`config.mk`:
```
export PLATFORM = sky130hd
export DESIGN_NAME = reg_control_uart_arb_flat
export DESIGN_NICKNAME = d
export VERILOG_FILES = /design/src/rtl/reg_control_uart_arb_if.sv /design/src/rtl/reg_control_uart_arb.sv /design/src/flat_wrapper.sv
export SDC_FILE = /design/constraint.sdc
export NUM_CORES = 1
export LEC_CHECK = 0
export ABC_AREA = 1
export BUFFER_PORTS_ARGS = -buffer_cell sky130_fd_sc_hd__buf_4
export CAP_MARGIN = 0
export CELL_PAD_IN_SITES_DETAIL_PLACEMENT = 1
export CELL_PAD_IN_SITES_GLOBAL_PLACEMENT = 2
export CORE_UTILIZATION = 37
export CTS_CLUSTER_DIAMETER = 50
export DETAILED_ROUTE_END_ITERATION = 10
export GPL_ROUTABILITY_DRIVEN = 0
export GPL_TIMING_DRIVEN = 1
export HOLD_SLACK_MARGIN = 0.05
export PLACE_DENSITY = 0.83
export REMOVE_ABC_BUFFERS = 1
export SYNTH_ARGS = -nofsm -noshare
export SYNTH_HDL_FRONTEND = slang
export SYNTH_SLANG_ARGS = --single-unit
```
`constraint.sdc`:
```
create_clock -name clk_i -period 4 [get_ports clk_i]
set_input_delay 0.6 -clock clk_i [delete_from_list [all_inputs] [get_ports clk_i]]
set_output_delay 0.6 -clock clk_i [all_outputs]
set_load 0.02 [all_outputs]
```
`src/rtl/reg_control_uart_arb_if.sv`:
```
// Bus bundle for reg_control_uart_arb: NSRC write sources in, one
// valid/ready command stream out to the UART, plus FIFO status.
//   slave  : seen by the arbiter/FIFO (drives ack, out, status)
//   master : seen by the sources/consumer (drives wr, data, ready)
interface reg_control_uart_arb_if #(
  parameter int unsigned WIDTH = 32,
  parameter int unsigned NSRC  = 2,
  parameter int unsigned DEPTH = 4
);
  localparam int unsigned CW = $clog2(DEPTH) + 1;

  logic [NSRC-1:0]       wr_i;
  logic [NSRC*WIDTH-1:0] data_i;
  logic [NSRC-1:0]       ack_o;
  logic [WIDTH-1:0]      out_o;
  logic                  valid_o;
  logic                  ready_i;
  logic                  full_o;
  logic                  empty_o;
  logic [CW-1:0]         count_o;
  logic [15:0]           ovf_cnt_o;

  modport slave (
    input  wr_i, data_i, ready_i,
    output ack_o, out_o, valid_o, full_o, empty_o, count_o, ovf_cnt_o
  );

  modport master (
    output wr_i, data_i, ready_i,
    input  ack_o, out_o, valid_o, full_o, empty_o, count_o, ovf_cnt_o
  );
endinterface

```
`src/rtl/reg_control_uart_arb.sv`:
```
// UART command register front-end: NSRC write sources arbitrate (fixed
// priority or round-robin) into a DEPTH-entry first-word-fall-through FIFO
// that drains to the UART transmitter over valid/ready.
// Ports:
//   clk_i       rising-edge clock
//   rst_i       synchronous active-high reset
//   bus.slave   wr_i/data_i/ack_o (sources), out_o/valid_o/ready_i (UART),
//               full_o/empty_o/count_o/ovf_cnt_o (status)
// Optional feature: define REG_CTRL_UART_OVF_CNT_EN to enable the
// saturating blocked-request counter on ovf_cnt_o (tied to 0 otherwise).
module reg_control_uart_arb #(
  parameter int unsigned WIDTH     = 32,
  parameter int unsigned NSRC      = 2,
  parameter int unsigned DEPTH     = 4,
  parameter int unsigned ARB_MODE  = 0,
  parameter int unsigned HOLD_LAST = 0
) (
  input  logic                 clk_i,
  input  logic                 rst_i,
  reg_control_uart_arb_if.slave bus
);
  localparam int unsigned AW = $clog2(DEPTH);
  localparam int unsigned CW = AW + 1;
  localparam int unsigned SW = (NSRC > 1) ? $clog2(NSRC) : 1;

  logic [WIDTH-1:0] mem [DEPTH];
  logic [AW-1:0]    wr_ptr;
  logic [AW-1:0]    rd_ptr;
  logic [CW-1:0]    count;
  logic [SW-1:0]    last_grant;
  logic [SW-1:0]    grant_idx;
  logic [SW-1:0]    cand;
  logic             grant_vld;
  logic [WIDTH-1:0] wr_data;
  logic [WIDTH-1:0] last_pop;
  logic             full;
  logic             empty;
  logic             push;
  logic             pop;

  // count alone decides full/empty; pointers only address the storage
  assign full  = (count == CW'(DEPTH));
  assign empty = (count == '0);
  assign push  = grant_vld && !full && !rst_i;
  assign pop   = !empty && bus.ready_i;

  // Arbiter: scan from index 0 (fixed) or from last_grant+1 (round-robin)
  always_comb begin
    grant_idx = '0;
    grant_vld = 1'b0;
    cand      = '0;
    for (int unsigned k = 0; k < NSRC; k++) begin
      if (ARB_MODE == 1) begin
        cand = SW'((32'(last_grant) + 32'd1 + k) % NSRC);
      end else begin
        cand = SW'(k);
      end
      if (!grant_vld && bus.wr_i[cand]) begin
        grant_vld = 1'b1;
        grant_idx = cand;
      end
    end
  end

  // Select the granted source's word
  always_comb begin
    wr_data = '0;
    for (int unsigned s = 0; s < NSRC; s++) begin
      if (grant_idx == SW'(s)) begin
        wr_data = bus.data_i[s*WIDTH +: WIDTH];
      end
    end
  end

  assign bus.ack_o = push ? (NSRC'(1) << grant_idx) : '0;

  // Storage has no reset; occupancy is tracked by count
  always_ff @(posedge clk_i) begin
    if (push) begin
      mem[wr_ptr] <= wr_data;
    end
  end

  // Pointers, occupancy, arbitration history and last-popped word
  always_ff @(posedge clk_i) begin
    if (rst_i) begin
      wr_ptr     <= '0;
      rd_ptr     <= '0;
      count      <= '0;
      last_grant <= SW'(NSRC - 1);
      last_pop   <= '0;
    end else begin
      if (push) begin
        wr_ptr     <= wr_ptr + AW'(1);
        last_grant <= grant_idx;
      end
      if (pop) begin
        rd_ptr <= rd_ptr + AW'(1);
        if (HOLD_LAST != 0) begin
          last_pop <= mem[rd_ptr];
        end
      end
      case ({push, pop})
        2'b10:   count <= count + CW'(1);
        2'b01:   count <= count - CW'(1);
        default: count <= count;
      endcase
    end
  end

  // First-word-fall-through output
  assign bus.out_o   = !empty ? mem[rd_ptr] : ((HOLD_LAST != 0) ? last_pop : '0);
  assign bus.valid_o = !empty;
  assign bus.full_o  = full;
  assign bus.empty_o = empty;
  assign bus.count_o = count;

`ifdef REG_CTRL_UART_OVF_CNT_EN
  logic [15:0] ovf_cnt;

  // Saturating count of cycles where a request meets a full FIFO
  always_ff @(posedge clk_i) begin
    if (rst_i) begin
      ovf_cnt <= '0;
    end else if ((|bus.wr_i) && full && (ovf_cnt != 16'hFFFF)) begin
      ovf_cnt <= ovf_cnt + 16'd1;
    end
  end

  assign bus.ovf_cnt_o = ovf_cnt;
`else
  assign bus.ovf_cnt_o = 16'h0000;
`endif

endmodule

```
`src/flat_wrapper.sv`:
```
// flat-port wrapper written by rule: the top's interface ports become plain ports
module reg_control_uart_arb_flat 
#(
  parameter int unsigned WIDTH     = 32,
  parameter int unsigned NSRC      = 2,
  parameter int unsigned DEPTH     = 4,
  parameter int unsigned ARB_MODE  = 0,
  parameter int unsigned HOLD_LAST = 0
)
  (clk_i, rst_i, bus_wr_i, bus_data_i, bus_ready_i, bus_ack_o, bus_out_o, bus_valid_o, bus_full_o, bus_empty_o, bus_count_o, bus_ovf_cnt_o);
  reg_control_uart_arb_if #(.WIDTH(WIDTH), .NSRC(NSRC), .DEPTH(DEPTH)) bus_i ();
  input  logic clk_i;
  input  logic rst_i;
  input wire logic [$bits(bus_i.wr_i)-1:0] bus_wr_i;
  input wire logic [$bits(bus_i.data_i)-1:0] bus_data_i;
  input wire logic [$bits(bus_i.ready_i)-1:0] bus_ready_i;
  output wire logic [$bits(bus_i.ack_o)-1:0] bus_ack_o;
  output wire logic [$bits(bus_i.out_o)-1:0] bus_out_o;
  output wire logic [$bits(bus_i.valid_o)-1:0] bus_valid_o;
  output wire logic [$bits(bus_i.full_o)-1:0] bus_full_o;
  output wire logic [$bits(bus_i.empty_o)-1:0] bus_empty_o;
  output wire logic [$bits(bus_i.count_o)-1:0] bus_count_o;
  output wire logic [$bits(bus_i.ovf_cnt_o)-1:0] bus_ovf_cnt_o;
  assign bus_i.wr_i = bus_wr_i;
  assign bus_i.data_i = bus_data_i;
  assign bus_i.ready_i = bus_ready_i;
  assign bus_ack_o = bus_i.ack_o;
  assign bus_out_o = bus_i.out_o;
  assign bus_valid_o = bus_i.valid_o;
  assign bus_full_o = bus_i.full_o;
  assign bus_empty_o = bus_i.empty_o;
  assign bus_count_o = bus_i.count_o;
  assign bus_ovf_cnt_o = bus_i.ovf_cnt_o;
  reg_control_uart_arb #(.WIDTH(WIDTH), .NSRC(NSRC), .DEPTH(DEPTH), .ARB_MODE(ARB_MODE), .HOLD_LAST(HOLD_LAST)) u_core (.clk_i(clk_i), .rst_i(rst_i), .bus(bus_i));
endmodule
```
Yosys cells after proc, flatten, opt, wreduce, memory -nomap -nowiden
Memory sizes are Yosys's and may differ from the RTL's. A register that Yosys moved wholly into a read port is not among the register bits.
Index checks and enable logic that the tools add are counted.
Widths: inputs -> output; s select.
{ "totals": {"output_inout_bits": 56, "wordCells": 33, "ff_bits": 7, "mem_bits_rw": 128, "mem_count": 1} }
{ "op_classes": {"n_shift": 1, "reduce_logical": 10, "n_addsub": 4, "n_mux": 11, "n_eq_ne": 3} }
{ "mem_list": {"columns": ["memory", "depth", "word_bits", "read_ports", "rd_clocked_by_memory_dff", "write_ports", "line", "source"], "rows": [
  ["u_core.mem", 4, 32, 1, 1, 1, "reg_control_uart_arb.sv:26", "logic [WIDTH-1:0] mem [DEPTH];"]
]} }
{ "ops": {"columns": ["op", "count"], "rows": [
  ["$mux 32", 2],
  ["$mux 2", 3],
  ["$pmux 3 s2", 1],
  ["$mux 1", 5],
  ["$add 2x1->2 const B", 2],
  ["$logic_and 1x1->1", 4],
  ["$logic_not 1->1", 4],
  ["$add 3x1->3 const B", 1],
  ["$eq 3x3->1 const B", 1],
  ["$logic_not 3->1", 1],
  ["$sub 3x1->3 const B", 1],
  ["$eq 2x1->1 const B", 1],
  ["$eq 2x2->1 const B", 1],
  ["$reduce_bool 2->1", 1],
  ["$shl 1x1->2 const A", 1]
]} }

Longest topological paths before layout
Gate-level depths: netlist of the first run.
{ "logic_depth": {"depth_word": 8, "mapped_depth": 13, "mapped_depth_nobuf": 13} }

Least setup slack after synthesis of the first run
Ideal clock, no wire load.
{ "synth_timing": {"kind": "input to register", "startpoint": "in rst_i", "endpoint": "mem u_core.mem[0][0] (enable)", "cell_stages": 3, "slack_ps": 1305, "t_arrival_ps": 2273, "path_cell_list": "inv_1 > nand3_2 > nor2_1"} }
{ "synth_via": {"elab_chain_cells": 4} }
{ "synth_rtl": {"columns": ["element", "line", "source"], "rows": [
  ["start: declaration", "flat_wrapper.sv:13", "input logic rst_i;"],
  ["$logic_not 1->1", "reg_control_uart_arb.sv:44", "assign push = grant_vld && !full && !rst_i;"],
  ["$logic_and 1x1->1", "reg_control_uart_arb.sv:44", null],
  ["$mux 1", "reg_control_uart_arb.sv:79", "if (push) begin"],
  ["$mux 1 (implied by the code)", "reg_control_uart_arb.sv:80", "mem[wr_ptr] <= wr_data;"],
  ["end: declaration", "reg_control_uart_arb.sv:26", null]
]} }
No other way between the ends.

==> flow_summary.ini, run 1 <==
[finish]
antenna_cells = 0
area_growth_pct = 25.3
regArea_mm2 = 0.00403
drive_gt1_share_pct = 21.7
fillers = 1755
final_cells = 904
multi_input_area_mm2 = 0.00167
nets = 750

[yosys]
seq_area_frac_synth_pct = 67.1
syn_inst = 574
synth.distinct_cells = 19
synth_seq_cells = 137
synth_area_mm2 = 0.00599
avgSynthCellArea_um2 = 10.4
yosysWarnings = 0

[power]
vdd_drop_max_mv = 0.403
p_comb_share_pct = 33.3
powerDensity_mw_per_mm2 = 672
clkPwrFrac_pct = 31.7
power_mw = 5.05
switching_share_pct = 34.2
leakagePower_nw = 3.01
internal_power_mw = 3.32
switchingPower_mw = 1.73
power_frac_seq_pct = 35.0

[setup_path]
arrival_ns = 2.55
crit_type = reg2out
crit_top_cell = buf_4
path_cells = buf_4 -> inv_1 -> nor2_1 -> o21ai_0 -> a21oi_1 -> buf_4
max_stage_delay_ns = 0.66
critPathCaptureType = primary output
worstSetupStartpointType = flip-flop
crit_fanout = 33
required_ns = 3.40
slowest_stage = inv_1

[sta]
finalHoldViolCount = 0
post-route-min-period_ns = 3.15
clock_skew_ns = 0.00461
rsz0062_at_grt = no
final-max-slew-violation-count = 0
finalSetupViolations = 0
fmax_mhz = 317
tightestPinTransition_ns = 1.28
tns_ns = 0
max_slew_margin_pct = 14.6
fin_crit_sh_pct = 78.9

[clock_network]
cts_made_buffers = 17
cts_tree = yes
clk_pin_slew_ns = 0.05
cts_hold_buf = 0
clkLatencyLatePin_ns = 0.40
cts_buffer_depth = 2
cts.sinks = 137
root_buffer = clkbuf_16
cts_resized = 0
htree_levels = 4
cts_setup_buffers = 0

[floorplanning]
io_pins = 125
die_x_um = 129
initial_core_util_pct = 37.9
rows = 46
die_h_um = 129
die_area_mm2 = 0.0167
core_mm2 = 0.0158

[detailed_routing]
routedWlPerCell_um = 16.7
vias = 4315
viasPerCell = 4.77
wl_um = 15100
first_pass_iters = 4
drt_iter0_drc = 321
drc = 0
detail-route-antenna-nets = 0

[grt]
antenna_found_initial = 0
grt_use_total_pct = 19.0
grt_overflow = 0
grt_pass1_vias = 4604
grt_start_max_net_pins = 65
grt_pass1_wl_um = 23500

[placed_design]
place_inst = 872
io_buffers = 108
hpwl_um = 9090

[flow_run]
drv_cap = 0

[min_path]
hold_class = in2reg

[status]
status = complete, no violations
## through the flow
step / instance area [um^2] / hold WS [ns] / util [%] / setup WS [ns]
2_1_floorplan: 5750 / 0.459 / - / 0.946
3_3_place_gp: 6900 / 0.478 / 43.6 / 1.27
3_5_place_dp: 6900 / 0.493 / 43.6 / 1.25
4_1_cts: 7510 / 0.367 / 47.5 / 0.771
5_1_grt: 7510 / 0.383 / 47.5 / 0.642
6_report: 7510 / 0.388 / 47.5 / 0.845
## state kept, by name, indices dropped and copies added, names as in the netlist, named ones only
signal / flops
u_core.bus.count_o: 3
u_core.wr_ptr: 2
u_core.rd_ptr: 2
u_core.mem: 128
## cells in the mapped netlist, drive strengths merged
cell / instances / area [um^2]
dfxtp: 9 / 180
clkbuf: 11 / 41.3
inv: 25 / 93.8
nor2: 142 / 536
o21ai: 69 / 345
conb: 1 / 3.75
a21oi: 35 / 175
fa: 1 / 20.0
nand2: 110 / 413
nand3: 4 / 25.0
buf: 34 / 254
ha: 5 / 62.6
edfxtp: 128 / 3840
## final cells by class
cell class              count  share of cell area, %
clock inverters            15                   2.43
repair buffers            112                   11.2
clock buffers              17                   5.66
flip-flops and latches    137                   53.6
inverters                  25                   1.25
multi-input cells         382                   22.3
well taps                 216                   3.60
## cells in the final DEF, fill, tap and decap left out, types with 7 or more instances in the layout
cell type / Yosys / final
nor2_1: 141 / 137
edfxtp_1: 128 / 128
buf_4: 16 / 112
nand2_1: 110 / 110
o21ai_1: 41 / 41
a21oi_1: 35 / 35
o21ai_0: 28 / 28
inv_1: 23 / 23
clkbuf_16: 0 / 17
conb_1: 1 / 16
dfxtp_1: 9 / 7
## worst max-delay path: cells and delay by family (launching register included)
kind,cells,cell delay (ns)
DFF,1,0.31
and+or+nand+nor,1,0.24
AOI/OAI and AO/OA,2,0.38
buffers and inverters,3,1.20
## per-layer routing
layer / track usage [%] / up-vias / wire [um]
met3: 3.76 / 10 / 731
met4: 6.99 / 0 / 156
met2: 32.6 / 116 / 7630
met5: 0 / - / 0
li1: - / 2093 / -
met1: 23.9 / 2096 / 6560
## final timing paths
check / startpoint / cells after the start / slack (ns) / end
setup reg to reg: u_core.bus.count_o[1] / 4 / 1.75 / u_core.mem[3][9]
hold / removal: rst_i / 2 / 0.39 / flip-flop
setup / recovery: flip-flop / 6 / 0.85 / bus_out_o[9]
hold reg to reg: u_core.rd_ptr[1] / 2 / 0.51 / flip-flop
## power groups by stage
stage	combinational, mW	clock [mW]	sequential (mW)
floorplan	0.886	0	1.85
global placement	1.67	0	1.79
detailed placement	1.69	0	1.80
CTS	1.71	1.63	1.77
global route	1.84	1.68	1.78
finish	1.68	1.60	1.77
## cell families after synthesis
kind of cell               after synthesis  synth area share, %
buffers and inverters                   70                 6.49
DFF                                    137                 67.1
other                                    1               0.0626
adders and majority gates                6                 1.38
and+or+nand+nor                        256                 16.2
AOI/OAI and AO/OA                      104                 8.68
Note: power is estimated with default switching activity, not from simulation.
==> inputs of run 2 (changes only) <==
--- a/config.mk
+++ b/config.mk
@@ -10,13 +10,13 @@
 export CAP_MARGIN = 0
 export CELL_PAD_IN_SITES_DETAIL_PLACEMENT = 1
 export CELL_PAD_IN_SITES_GLOBAL_PLACEMENT = 2
-export CORE_UTILIZATION = 37
+export CORE_UTILIZATION = 31
 export CTS_CLUSTER_DIAMETER = 50
 export DETAILED_ROUTE_END_ITERATION = 10
 export GPL_ROUTABILITY_DRIVEN = 0
 export GPL_TIMING_DRIVEN = 1
 export HOLD_SLACK_MARGIN = 0.05
-export PLACE_DENSITY = 0.83
+export PLACE_DENSITY = 0.74
 export REMOVE_ABC_BUFFERS = 1
 export SYNTH_ARGS = -nofsm -noshare
 export SYNTH_HDL_FRONTEND = slang
==> constraint.sdc (replaced) <==
create_clock -name clk_i -period 2.8 [get_ports clk_i]
set_input_delay 0.42 -clock clk_i [delete_from_list [all_inputs] [get_ports clk_i]]
set_output_delay 0.42 -clock clk_i [all_outputs]
set_load 0.02 [all_outputs]
==> run 2 against run 1 <==
  * Register-to-register slack worse by 0.97 ns
  * First-iteration DRC count down 11%
  * Clock skew up 0.00054 ns
  * Hold slack worse by 0.21 ns
  * Clock-buffer cell count grew 1
  * Cell count increased by 5.9%
  * Sequential share of layout area decreased by 0.65 points
  * Non-clock buffer count up 9
  * Sequential power increased by 43%
  * Utilization shrank 7.1 points
  * Flip-flop and latch count stayed put
  * Die area grew 19%
  * Largest cell class unchanged
  * Largest power group unchanged
==> flow_summary.ini, run 2 (synthesis gave the netlist of run 1 again) <==
[floorplanning]
die_h_um = 141
initial_core_util_pct = 31.8
io_pins = 125
rows = 50
die_area_mm2 = 0.0199
core_mm2 = 0.0188
die_x_um = 141

[power]
switching_share_pct = 34.3
switchingPower_mw = 2.44
p_comb_share_pct = 34.2
power_mw = 7.12
power_frac_seq_pct = 35.6
vdd_drop_max_mv = 0.512
powerDensity_mw_per_mm2 = 936
clkPwrFrac_pct = 30.2
internal_power_mw = 4.67
leakagePower_nw = 3.05

[setup_path]
reg2reg_slack_ns = 0.78
critPathCaptureType = primary output
crit_fanout = 13
crit_top_cell = buf_4
crit_type = reg2out
path_cells = nor2_1 -> nand2_1 -> clkinv_1 -> buf_4 -> a21oi_1 -> buf_4
path_buf_inv = 3
rr_worst_depth = 12
slowest_stage = clkinv_1
arrival_ns = 2.17
r2r-end = u_core.bus.count_o[2]
max_stage_delay_ns = 0.43
required_ns = 2.38
cp_top_family = buffers and inverters
r2r_start = u_core.bus.count_o[1]
worstSetupStartpointType = flip-flop

[sta]
hold_slack_ns = 0.174
rsz0062_at_grt = no
post-route-min-period_ns = 2.59
tns_ns = 0
tightestPinTransition_ns = 0.726
fin_crit_sh_pct = 92.4
final-max-slew-violation-count = 0
finalHoldViolCount = 0
clock_skew_ns = 0.00515
finalSetupViolations = 0
max_slew_margin_pct = 51.6
fmax_mhz = 387

[finish]
largest_reg_flops = 128
nets = 759
drive_gt1_share_pct = 22.2
regMostFlops = u_core.mem
regArea_mm2 = 0.00403
final_common_cell = nor2_1
fillers = 2101
antenna_cells = 0
final_cell_mix = nor2_1, edfxtp_1, buf_4
area_growth_pct = 26.9
multi_input_area_mm2 = 0.00167

[clock_network]
htree_levels = 4
clkLatencyLatePin_ns = 0.42
cts_tree = yes
cts_hold_buf = 0
cts.sinks = 137
cts_resized = 0
cts_made_buffers = 17
clk_pin_slew_ns = 0.06
cts_buffer_depth = 2
cts_setup_buffers = 0
root_buffer = clkbuf_16

[placed_design]
io_buffers = 108
hpwl_um = 9910

[detailed_routing]
vias = 4392
viasPerCell = 4.59
routedWlPerCell_um = 16.2
drt_iter0_drc = 286
detail-route-antenna-nets = 0
wl_um = 15500
first_pass_iters = 4
drc = 0

[grt]
grt_pass1_vias = 4622
antenna_found_initial = 0
grt_use_total_pct = 16.6
grt_overflow = 0
grt_start_max_net_pins = 65
grt_pass1_wl_um = 24600

[status]
status = complete, no violations

[min_path]
worst_hold_path.num_cells = 2
hold_class = in2reg
hold_start = rst_i

[flow_run]
drv_cap = 0
run 2: area by class of cell:
class	count	area share [%]
clock buffer	18	5.64
clock inverter	14	1.79
inverter	25	1.23
multi-input combinational	382	22.0
sequential	137	53.0
tap	260	4.28
timing repair buffer	121	12.1
run 2: per-layer routing:
layer / vias to the layer above / wire length, um / part of all wire, % / GRT usage, %
met2: 117 / 7530 / 49 / 27.7
met1: 2146 / 6940 / 45 / 20.8
met3: 17 / 823 / 5.3 / 4.35
li1: 2112 / - / - / -
met5: - / 0 / 0 / 0
met4: 0 / 180 / 1.2 / 5.66
run 2: through the flow:
| stage | instances | setup slack, ns | instance area (um^2) | utilization, % |
|---|---|---|---|---|
| after global placement | 925 | 0.606 | 7040 | 37.4 |
| after detailed placement | 925 | 0.569 | 7040 | 37.4 |
| after CTS | 957 | 0.147 | 7600 | 40.4 |
| after floorplan | 544 | -0.0744 | 5750 | - |
| final | 957 | 0.214 | 7600 | 40.4 |
| after global routing | 957 | 0.0605 | 7600 | 40.4 |
run 2: worst register-to-register path, stage by stage, from the launching register on:
cell and delay [ns]:
dfxtp_1 0.34, nor2_1 0.13, nand2_1 0.11, nand3_2 0.28
ha_1 0.24, inv_1 0.06, fa_1 0.38, inv_1 0.07
nand2_1 0.04, nand3_1 0.09, nand2_1 0.07, nand2_1 0.06
nor2_1 0.04
run 2: worst max-delay path by stage:
stage / slack, ns / cells past startpoint / start / endpoint
final: 0.21 / 6 / u_core.bus.count_o[1] / bus_out_o[11]
after global routing: 0.06 / 6 / u_core.bus.count_o[2] / bus_out_o[15]
after CTS: 0.15 / 6 / u_core.bus.count_o[1] / bus_out_o[15]
after detailed placement: 0.57 / 5 / rst_i / u_core.mem[1][23]
after global placement: 0.61 / 5 / rst_i / u_core.mem[1][23]
after floorplan: -0.07 / 3 / flip-flop / bus_out_o[0]
run 2: power groups by stage:
| stage | Combinational (mW) | Sequential, mW | Clock, mW |
|---|---|---|---|
| floorplan | 1.27 | 2.64 | 0 |
| global placement | 2.43 | 2.56 | 0 |
| detailed placement | 2.47 | 2.58 | 0 |
| CTS | 2.49 | 2.54 | 2.19 |
| global route | 2.69 | 2.55 | 2.26 |
| finish | 2.43 | 2.53 | 2.15 |
